[config.mk]
export PLATFORM = sky130hd
export DESIGN_NAME = mem_burst_engine_flat
export DESIGN_NICKNAME = d
export VERILOG_FILES = /design/src/rtl/cache_pkg.sv /design/src/rtl/mem_burst_engine_if.sv /design/src/rtl/mem_burst_engine.sv /design/src/flat_wrapper.sv
export SDC_FILE = /design/constraint.sdc
export NUM_CORES = 2
export LEC_CHECK = 0
export BUFFER_PORTS_ARGS = -buffer_cell sky130_fd_sc_hd__buf_2
export CAP_MARGIN = 40
export CORE_AREA = 2 2 453 455
export CTS_BUF_LIST = sky130_fd_sc_hd__clkbuf_4 sky130_fd_sc_hd__clkbuf_8
export CTS_CLUSTER_SIZE = 25
export DETAILED_ROUTE_END_ITERATION = 16
export DIE_AREA = 0 0 455 457
export SYNTH_ARGS = -nofsm -noshare
export SYNTH_HDL_FRONTEND = slang
export SYNTH_SLANG_ARGS = --single-unit
[constraint.sdc]
create_clock -name clk -period 17.6 [get_ports clk]
set_clock_uncertainty 0.05 [all_clocks]
set_input_delay 3.52 -clock clk [delete_from_list [all_inputs] [get_ports clk]]
set_output_delay 3.52 -clock clk [all_outputs]
set_load 0.1 [all_outputs]
[src/rtl/cache_pkg.sv]
// Shared definitions for the cache controller and its memory-side burst engine.
// Holds the word/block geometry, the memory-facing state encoding and a helper
// that selects one word out of a block.
package cache_pkg;

    localparam int WORD_SIZE        = 32;
    localparam int BLOCK_OFFSET     = 4;
    localparam int WORDS_PER_BLOCK  = 1 << BLOCK_OFFSET;
    localparam int BLOCK_DATA_WIDTH = WORD_SIZE << BLOCK_OFFSET;

    // Encoding is shared with the cache controller's memory-facing states.
    localparam logic [1:0] STATE_IDLE  = 2'd0;
    localparam logic [1:0] STATE_WRITE = 2'd1;
    localparam logic [1:0] STATE_READ  = 2'd2;
    localparam logic [1:0] STATE_DONE  = 2'd3;

    typedef enum logic [1:0] {
        IDLE  = STATE_IDLE,
        WRITE = STATE_WRITE,
        READ  = STATE_READ,
        DONE  = STATE_DONE
    } state_t;

    typedef logic [BLOCK_OFFSET-1:0] beat_cnt_t;

    // Word i of a block lives at bits [32*i+31 : 32*i].
    function automatic logic [WORD_SIZE-1:0] block_word(
        input logic [BLOCK_DATA_WIDTH-1:0] blk,
        input beat_cnt_t                   idx
    );
        return blk[WORD_SIZE*idx +: WORD_SIZE];
    endfunction

endpackage

[src/rtl/mem_burst_engine_if.sv]
// Word-wide main-memory port with a valid/ready handshake.
//   mem_addr   word address of the current beat
//   mem_wdata  write data of the current beat
//   mem_rw     1 = write beat, 0 = read beat
//   mem_valid  beat request valid
//   mem_ready  memory accepts (write) or returns (read) the beat
//   mem_rdata  read data, valid in the cycle the beat completes
// master: the burst engine; slave: the memory.
interface mem_burst_engine_if;
    import cache_pkg::*;

    logic [WORD_SIZE-1:0] mem_addr;
    logic [WORD_SIZE-1:0] mem_wdata;
    logic                 mem_rw;
    logic                 mem_valid;
    logic                 mem_ready;
    logic [WORD_SIZE-1:0] mem_rdata;

    modport master (
        output mem_addr, mem_wdata, mem_rw, mem_valid,
        input  mem_ready, mem_rdata
    );

    modport slave (
        input  mem_addr, mem_wdata, mem_rw, mem_valid,
        output mem_ready, mem_rdata
    );

endinterface

[src/rtl/mem_burst_engine.sv]
// Memory-side burst adapter for the set-associative cache controller.
// Takes one block request (writeback or line fill) and serialises it into
// WORDS_PER_BLOCK word beats on the memory port, ascending from the block base.
// Fill data is assembled into ctl_res_rdata; completion is a one-cycle pulse.
// Ports:
//   clk, rst_n         clock and synchronous active-low reset
//   ctl_req_enable     request strobe, only looked at in IDLE
//   ctl_req_rw         1 = writeback, 0 = line fill
//   ctl_req_addr       word address, low BLOCK_OFFSET bits ignored
//   ctl_req_wdata      block to write back
//   ctl_res_rdata      assembled fill block (held until the next fill)
//   ctl_res_ready      one-cycle completion pulse
//   ctl_busy           high whenever not IDLE
//   mem                memory port (master side)
// All outputs are registered.
module mem_burst_engine
    import cache_pkg::*;
(
    input  logic                        clk,
    input  logic                        rst_n,
    input  logic                        ctl_req_enable,
    input  logic                        ctl_req_rw,
    input  logic [WORD_SIZE-1:0]        ctl_req_addr,
    input  logic [BLOCK_DATA_WIDTH-1:0] ctl_req_wdata,
    output logic [BLOCK_DATA_WIDTH-1:0] ctl_res_rdata,
    output logic                        ctl_res_ready,
    output logic                        ctl_busy,
    mem_burst_engine_if.master          mem
);

    localparam int TAG_W = WORD_SIZE - BLOCK_OFFSET;

    state_t                      state, state_n;
    beat_cnt_t                   cnt, cnt_n, cnt_inc;
    logic [TAG_W-1:0]            base_tag, base_tag_n;
    logic [BLOCK_DATA_WIDTH-1:0] wbuf, wbuf_n;
    logic [BLOCK_DATA_WIDTH-1:0] rdata_n;
    logic [WORD_SIZE-1:0]        addr_n, wdata_n;
    logic                        valid_n, rw_n, ready_n, busy_n;
    logic                        fire;

    // Block alignment makes the word-offset bits of the request irrelevant.
    logic unused_addr_bits;
    assign unused_addr_bits = ^ctl_req_addr[BLOCK_OFFSET-1:0];

    always_comb begin
        state_n    = state;
        cnt_n      = cnt;
        base_tag_n = base_tag;
        wbuf_n     = wbuf;
        rdata_n    = ctl_res_rdata;
        addr_n     = mem.mem_addr;
        wdata_n    = mem.mem_wdata;
        rw_n       = mem.mem_rw;
        valid_n    = mem.mem_valid;
        ready_n    = 1'b0;
        busy_n     = ctl_busy;
        cnt_inc    = cnt + 1'b1;
        fire       = mem.mem_valid && mem.mem_ready;

        case (state)
            IDLE: begin
                busy_n = 1'b0;
                if (ctl_req_enable) begin
                    state_n    = ctl_req_rw ? WRITE : READ;
                    cnt_n      = '0;
                    base_tag_n = ctl_req_addr[WORD_SIZE-1:BLOCK_OFFSET];
                    wbuf_n     = ctl_req_wdata;
                    addr_n     = {ctl_req_addr[WORD_SIZE-1:BLOCK_OFFSET], {BLOCK_OFFSET{1'b0}}};
                    wdata_n    = ctl_req_rw ? block_word(ctl_req_wdata, '0) : '0;
                    rw_n       = ctl_req_rw;
                    valid_n    = 1'b1;
                    busy_n     = 1'b1;
                end
            end
            WRITE, READ: begin
                // Address/data/rw only advance on a completed beat, so they hold
                // through memory stalls.
                if (fire) begin
                    if (state == READ) begin
                        rdata_n[WORD_SIZE*cnt +: WORD_SIZE] = mem.mem_rdata;
                    end
                    if (cnt == beat_cnt_t'(WORDS_PER_BLOCK - 1)) begin
                        state_n = DONE;
                        cnt_n   = '0;
                        valid_n = 1'b0;
                        ready_n = 1'b1;
                    end else begin
                        cnt_n   = cnt_inc;
                        // Aligned base: beat index fills the offset bits, no carry.
                        addr_n  = {base_tag, cnt_inc};
                        wdata_n = (state == WRITE) ? block_word(wbuf, cnt_inc) : '0;
                    end
                end
            end
            DONE: begin
                state_n = IDLE;
                valid_n = 1'b0;
                busy_n  = 1'b0;
            end
            default: begin
                state_n = IDLE;
                valid_n = 1'b0;
                busy_n  = 1'b0;
            end
        endcase
    end

    always_ff @(posedge clk) begin
        if (!rst_n) begin
            state          <= IDLE;
            cnt            <= '0;
            ctl_res_rdata  <= '0;
            ctl_res_ready  <= 1'b0;
            ctl_busy       <= 1'b0;
            mem.mem_addr   <= '0;
            mem.mem_wdata  <= '0;
            mem.mem_rw     <= 1'b0;
            mem.mem_valid  <= 1'b0;
        end else begin
            state          <= state_n;
            cnt            <= cnt_n;
            ctl_res_rdata  <= rdata_n;
            ctl_res_ready  <= ready_n;
            ctl_busy       <= busy_n;
            mem.mem_addr   <= addr_n;
            mem.mem_wdata  <= wdata_n;
            mem.mem_rw     <= rw_n;
            mem.mem_valid  <= valid_n;
        end
    end

    // Request latches are only read after being loaded in IDLE.
    always_ff @(posedge clk) begin
        base_tag <= base_tag_n;
        wbuf     <= wbuf_n;
    end

endmodule
[src/flat_wrapper.sv]
// flat-port wrapper written by rule: the top's interface ports become plain ports
module mem_burst_engine_flat import cache_pkg::*;
  (clk, rst_n, ctl_req_enable, ctl_req_rw, ctl_req_addr, ctl_req_wdata, ctl_res_rdata, ctl_res_ready, ctl_busy, mem_mem_addr, mem_mem_wdata, mem_mem_rw, mem_mem_valid, mem_mem_ready, mem_mem_rdata);
  mem_burst_engine_if mem_i ();
  input  logic clk;
  input  logic rst_n;
  input  logic ctl_req_enable;
  input  logic ctl_req_rw;
  input  logic [WORD_SIZE-1:0] ctl_req_addr;
  input  logic [BLOCK_DATA_WIDTH-1:0] ctl_req_wdata;
  output logic [BLOCK_DATA_WIDTH-1:0] ctl_res_rdata;
  output logic ctl_res_ready;
  output logic ctl_busy;
  output wire logic [$bits(mem_i.mem_addr)-1:0] mem_mem_addr;
  output wire logic [$bits(mem_i.mem_wdata)-1:0] mem_mem_wdata;
  output wire logic [$bits(mem_i.mem_rw)-1:0] mem_mem_rw;
  output wire logic [$bits(mem_i.mem_valid)-1:0] mem_mem_valid;
  input wire logic [$bits(mem_i.mem_ready)-1:0] mem_mem_ready;
  input wire logic [$bits(mem_i.mem_rdata)-1:0] mem_mem_rdata;
  assign mem_mem_addr = mem_i.mem_addr;
  assign mem_mem_wdata = mem_i.mem_wdata;
  assign mem_mem_rw = mem_i.mem_rw;
  assign mem_mem_valid = mem_i.mem_valid;
  assign mem_i.mem_ready = mem_mem_ready;
  assign mem_i.mem_rdata = mem_mem_rdata;
  mem_burst_engine u_core (.clk(clk), .rst_n(rst_n), .ctl_req_enable(ctl_req_enable), .ctl_req_rw(ctl_req_rw), .ctl_req_addr(ctl_req_addr), .ctl_req_wdata(ctl_req_wdata), .ctl_res_rdata(ctl_res_rdata), .ctl_res_ready(ctl_res_ready), .ctl_busy(ctl_busy), .mem(mem_i));
endmodule
# Word-level counts from Yosys, hierarchy flattened
# Cells that the tools add are included.
totals:
  elab_cells: 62
  output_inout_bits: 580
  ff_bits: 1126
  inputBits: 581
op_classes:
  n_shift: 3
  n_eq_ne: 8
  n_reduce_logical: 11
  muxes: 27
  add_sub_neg: 2
ops:
  columns: ["cell", "count"]
  rows:
  - ["$bwmux 512", 1]
  - ["$shift 32x34->512 const A", 1]
  - ["$shiftx 32x34->512", 1]
  - ["$shiftx 512x10->32", 1]
  - ["$mux 32", 8]
  - ["$pmux 32 s2", 2]
  - ["$neg 9->34", 1]
  - ["$mux 4", 3]
  - ["$reduce_and 3->1", 4]
  - ["$mux 2", 4]
  - ["$pmux 4 s2", 1]
  - ["$pmux 2 s3", 1]
  - ["$mux 1", 5]
  - ["$add 4x1->4 const B", 1]
  - ["$eq 2x2->1 const B", 2]
  - ["$eq 4x4->1 const B", 1]
  - ["$ne 2x1->1 const B", 2]
  - ["$ne 2x2->1 const B", 2]
  - ["$reduce_and 4->1", 1]
  - ["$reduce_bool 2->1", 2]
  - ["$pmux 1 s3", 1]
  - ["$eq 2x1->1 const B", 1]
  - ["$logic_not 2->1", 1]
  - ["$pmux 1 s2", 1]
  - ["3 further kinds", 3]

# Depth between registers and ports, before layout
depth:
  ltp_word: 6
  depth_mapped: 13
  ltp_nobuf: 7

# Worst setup path before layout
# OpenSTA, ideal clock, no wires.
synth_timing:
  path_kind: "input-to-reg"
  from: "input port ctl_req_enable"
  to: "register u_core.mem.mem_rw"
  t_required_ns: 17.394
  cell_stages: 3
  t_arrival_ns: 16.536
  setup_time_ns: 0.156
  slack_ns: 0.859
  path_buffers: 0
  path_cell_list: "and2_1 -> mux2i_1 -> nor2b_1"
synth_via:
  elab_chain_cells: 1
synth_lines:
  columns: ["item", "line_no", "rtl"]
  rows:
  - ["start, declared", "flat_wrapper.sv:7", "input logic ctl_req_enable;"]
  - ["$reduce_and 2->1 (no source line)", null, null]
  - ["end signal, assigned", "mem_burst_engine.sv:128", "mem.mem_rw <= rw_n;"]
  - ["end, declared", "mem_burst_engine_if.sv:20", "output mem_addr, mem_wdata, mem_rw, mem_valid,"]
# No other way between the ends.
# A chain may end at the register's enable or synchronous reset.

# Worst setup path in the final report
layout_timing:
  from: "register u_core.mem.mem_valid"
  to: "output port mem_mem_valid"
layout_rtl:
  columns: ["item", "line_no", "rtl"]
  rows:
  - ["start, declared", "mem_burst_engine_if.sv:20", null]
  - ["start signal, assigned", "mem_burst_engine.sv:129", "mem.mem_valid <= valid_n;"]
  - ["end, declared", "flat_wrapper.sv:17", "output wire logic [$bits(mem_i.mem_valid)-1:0] mem_mem_valid;"]
# No word-level cell between the ends.

==> results_dict.tcl <==
set metrics [dict create \
    synth.area.top_cells "edfxtp_1 (36%), dfxtp_1 (26%), mux4_2 (6.4%)" \
    total_track_usage 0.1695 \
    timing.hold.worst.start "u_core.ctl_res_rdata[159]$_SDFFE_PN0P_" \
    drt_first_pass_iters 8 \
    synth_top_area_frac 0.3603 \
    ys_dominant_reg_cell "dfxtp_1" \
    postcts_setup_bufs 0 \
    status "finished, final reports clean" \
    finalCritPeriodShare 0.3139 \
    finalSetupViolations 0 \
    critical_path_required_ps 14030 \
    vdd.ir_drop.worst_mv 0.1538 \
    antenna_violating_nets_post_route 0 \
    antenna_found_initial 46 \
    ff_latch_area_um2 27950 \
    cts.sinks 1126 \
    synth_enable_flop_cells 540 \
    cp_startpoint "u_core.mem.mem_valid$_SDFFE_PN0P_" \
    worst_setup_sp_type "flip-flop" \
    clkLatencyLatePin_ps 940 \
    routed_wire_length_per_instance_um 24.32 \
    fmax_ghz 0.1810 \
    yosysWarnings 0 \
    core-area_um2 203300 \
    m1WireLength_mm 68.20 \
    die-height_um 457 \
    highest_layer "met5" \
    worst_relative_slew_slack 0.1827 \
    power.density_cell_area_nw_per_um2 136.1 \
    synthDominantAreaCellType "edfxtp_1" \
    layout.nets 5267 \
    syn_area_per_cell_um2 12.52 \
    post_layout_nonfiller_instances 7547 \
    clk_root_buffer_cell "clkbuf_8" \
    drt_first_iter_violations 3008 \
    met3_length_mm 13.44 \
    grt_first_pass_wirelength_mm 252.7 \
    die_width_um 455 \
    critPathMaxStageDelay_ps 520 \
    post_synth_most_frequent_cells "dfxtp_1 (586), edfxtp_1 (540), nand2_1 (501)" \
    sequential_cell_area_fraction_in_the_yosys_report 0.6210 \
    gp_congestion 0.8464 \
    area_growth_pct 29.27 \
    regToRegStartpoint "u_core.cnt[0]$_SDFFE_PN0P_" \
    fillCellCount 20930 \
    postSynthCellCount 3595 \
    detailroute.via_count 34260 \
    io_buffers 1156 \
    half_perimeter_wire_length_after_placement_mm 130.9 \
    viasPerCell 4.539 \
    htree_levels 4 \
    grt_max_degree 188 \
    path_cells "buf_2" \
    first_global_vias 33850 \
    cts_inserted_buffers 198 \
    synth_nets 4183 \
    slew_violations 0 \
    syn-cell-area_um2 45000 \
    cts_hold_buf 0 \
    ctsResizeCount 0 \
    critPathArrivalTime_ps 1960 \
    rsz_0062_raised_after_global_routing "no" \
    number_of_synthesized_register_bits 1126 \
    total_leakage_power_uw 0.02307 \
    synth_cell_types 46 \
    finalSetupTns_ps 0 \
    timing.critical_path.slowest_stage_cell "buf_2" \
    hold_viol 0 \
    start_util 0.2213 \
    tightest_slew_ps 1226 \
    cts_clock_pin_slew_for_the_worst_setup_and_hold_paths_ps 60 \
    setup.worst_path.class "reg2out" \
    tritoncts_clock_tree "done" \
    largest_fanout_on_the_critical_path 7 \
    yosys.cell_count.top_type "dfxtp_1" \
    final.hold.worst_slack_ps 396.8 \
    multi_input_area_um2 15650 \
    critical_path_buf_inv_count 1 \
    synthArstFlopShare 0 \
    drc 0 \
    totalWireLength_mm 183.5 \
    dieArea_um2 207900 \
    layout-drive-gt1-share 0.3793 \
    holdCritPathClass "reg2reg" \
    num_io_pins 1161 \
    rows 166 \
    largest_delay_contributor_family_on_the_critical_path "buffers and inverters" \
    number_of_placed_cells_counting_well_taps 7167 \
    crit_path_end_kind "output port" \
    grt_remaining_overflow 0 \
    min_period_ps 5525 \
    cts_buffer_depth 3 \
    wl_met2_mm 93.75 \
    drv_cap 0 \
]
## cell usage in the layout (no fill, tap or decap), types with 68 or more instances in the layout
master / count
nor2b_1: 103
dfxtp_1: 585
nor2_1: 68
edfxtp_1: 540
nand2_1: 497
a21boi_0: 189
clkbuf_8: 228
nand4_1: 317
mux2i_1: 126
and3_1: 97
a21boi_1: 172
buf_2: 1155
mux4_2: 128
## worst paths after layout
kind / endpoint / depth (start not counted) / slack (ps)
worst max-delay path: mem_mem_valid / 1 / 12070
worst min-delay path: u_core.ctl_res_rdata[159]$_SDFFE_PN0P_ / 2 / 400
worst max register to register: u_core.ctl_res_rdata[63]$_SDFFE_PN0P_ / 8 / 13200
worst min register to register: u_core.ctl_res_rdata[159]$_SDFFE_PN0P_ / 2 / 400
## per-stage QoR
stage / total power, uW / area, um^2 / setup slack, ps / util
finish: 7921 / 58180 / 12070 / 0.2861
detailed placement: 5446 / 53930 / 11270 / 0.2652
CTS: 8034 / 58120 / 11920 / 0.2858
global placement: 5361 / 53190 / 11300 / 0.2616
floorplan: 4948 / 45000 / 858.8 / -
global route: 8265 / 58150 / 11950 / 0.2860
## power by group
group | internal, uW | total (uW) | switching, uW
registers | 3170 | 3290 | 116
logic | 629 | 2070 | 1440
clock network | 1410 | 2560 | 1160
total | 5210 | 7920 | 2710
## flip-flops by register name, indices dropped and copies added, names as in the netlist
signal / count
u_core.ctl_busy: 1
u_core.base_tag: 28
u_core.wbuf: 512
u_core.mem.mem_rw: 1
u_core.mem.mem_addr: 32
u_core.cnt: 4
u_core.mem.mem_valid: 1
u_core.ctl_res_ready: 1
u_core.mem.mem_wdata: 32
u_core.state: 2
u_core.ctl_res_rdata: 512
## cells by family (layout without fill, tap and decap cells)
| logic type | Yosys count | in the layout | synth area share |
|---|---|---|---|
| AO/OA/AOI/OAI | 555 | 555 | 0.09219 |
| flip-flops | 1126 | 1126 | 0.6210 |
| other | 0 | 24 | 0 |
| XOR/XNOR | 3 | 3 | 0.0005839 |
| multiplexers | 318 | 318 | 0.1081 |
| adder cells (fa/ha/maj) | 7 | 7 | 0.001946 |
| buffers and inverters | 361 | 1601 | 0.03628 |
| AND/OR/NAND/NOR | 1225 | 1225 | 0.1399 |
## cell type report
| class | instances | area share |
|---|---|---|
| diodes | 24 | 0.001032 |
| clock buffers | 295 | 0.06258 |
| clock inverters | 61 | 0.009355 |
| inverters | 7 | 0.0004516 |
| multi-input cells | 2108 | 0.2689 |
| flip-flops and latches | 1126 | 0.4804 |
| well taps | 2688 | 0.05781 |
| repair buffers | 1238 | 0.1194 |
## metal layers
metal | vias to the layer above | track usage
met2 | 1618 | 0.3008
met3 | 398 | 0.04263
met1 | 16740 | 0.1877
met4 | 30 | 0.08018
li1 | 15470 | -
met5 | - | 0
Power figures use the tool's default switching activity.
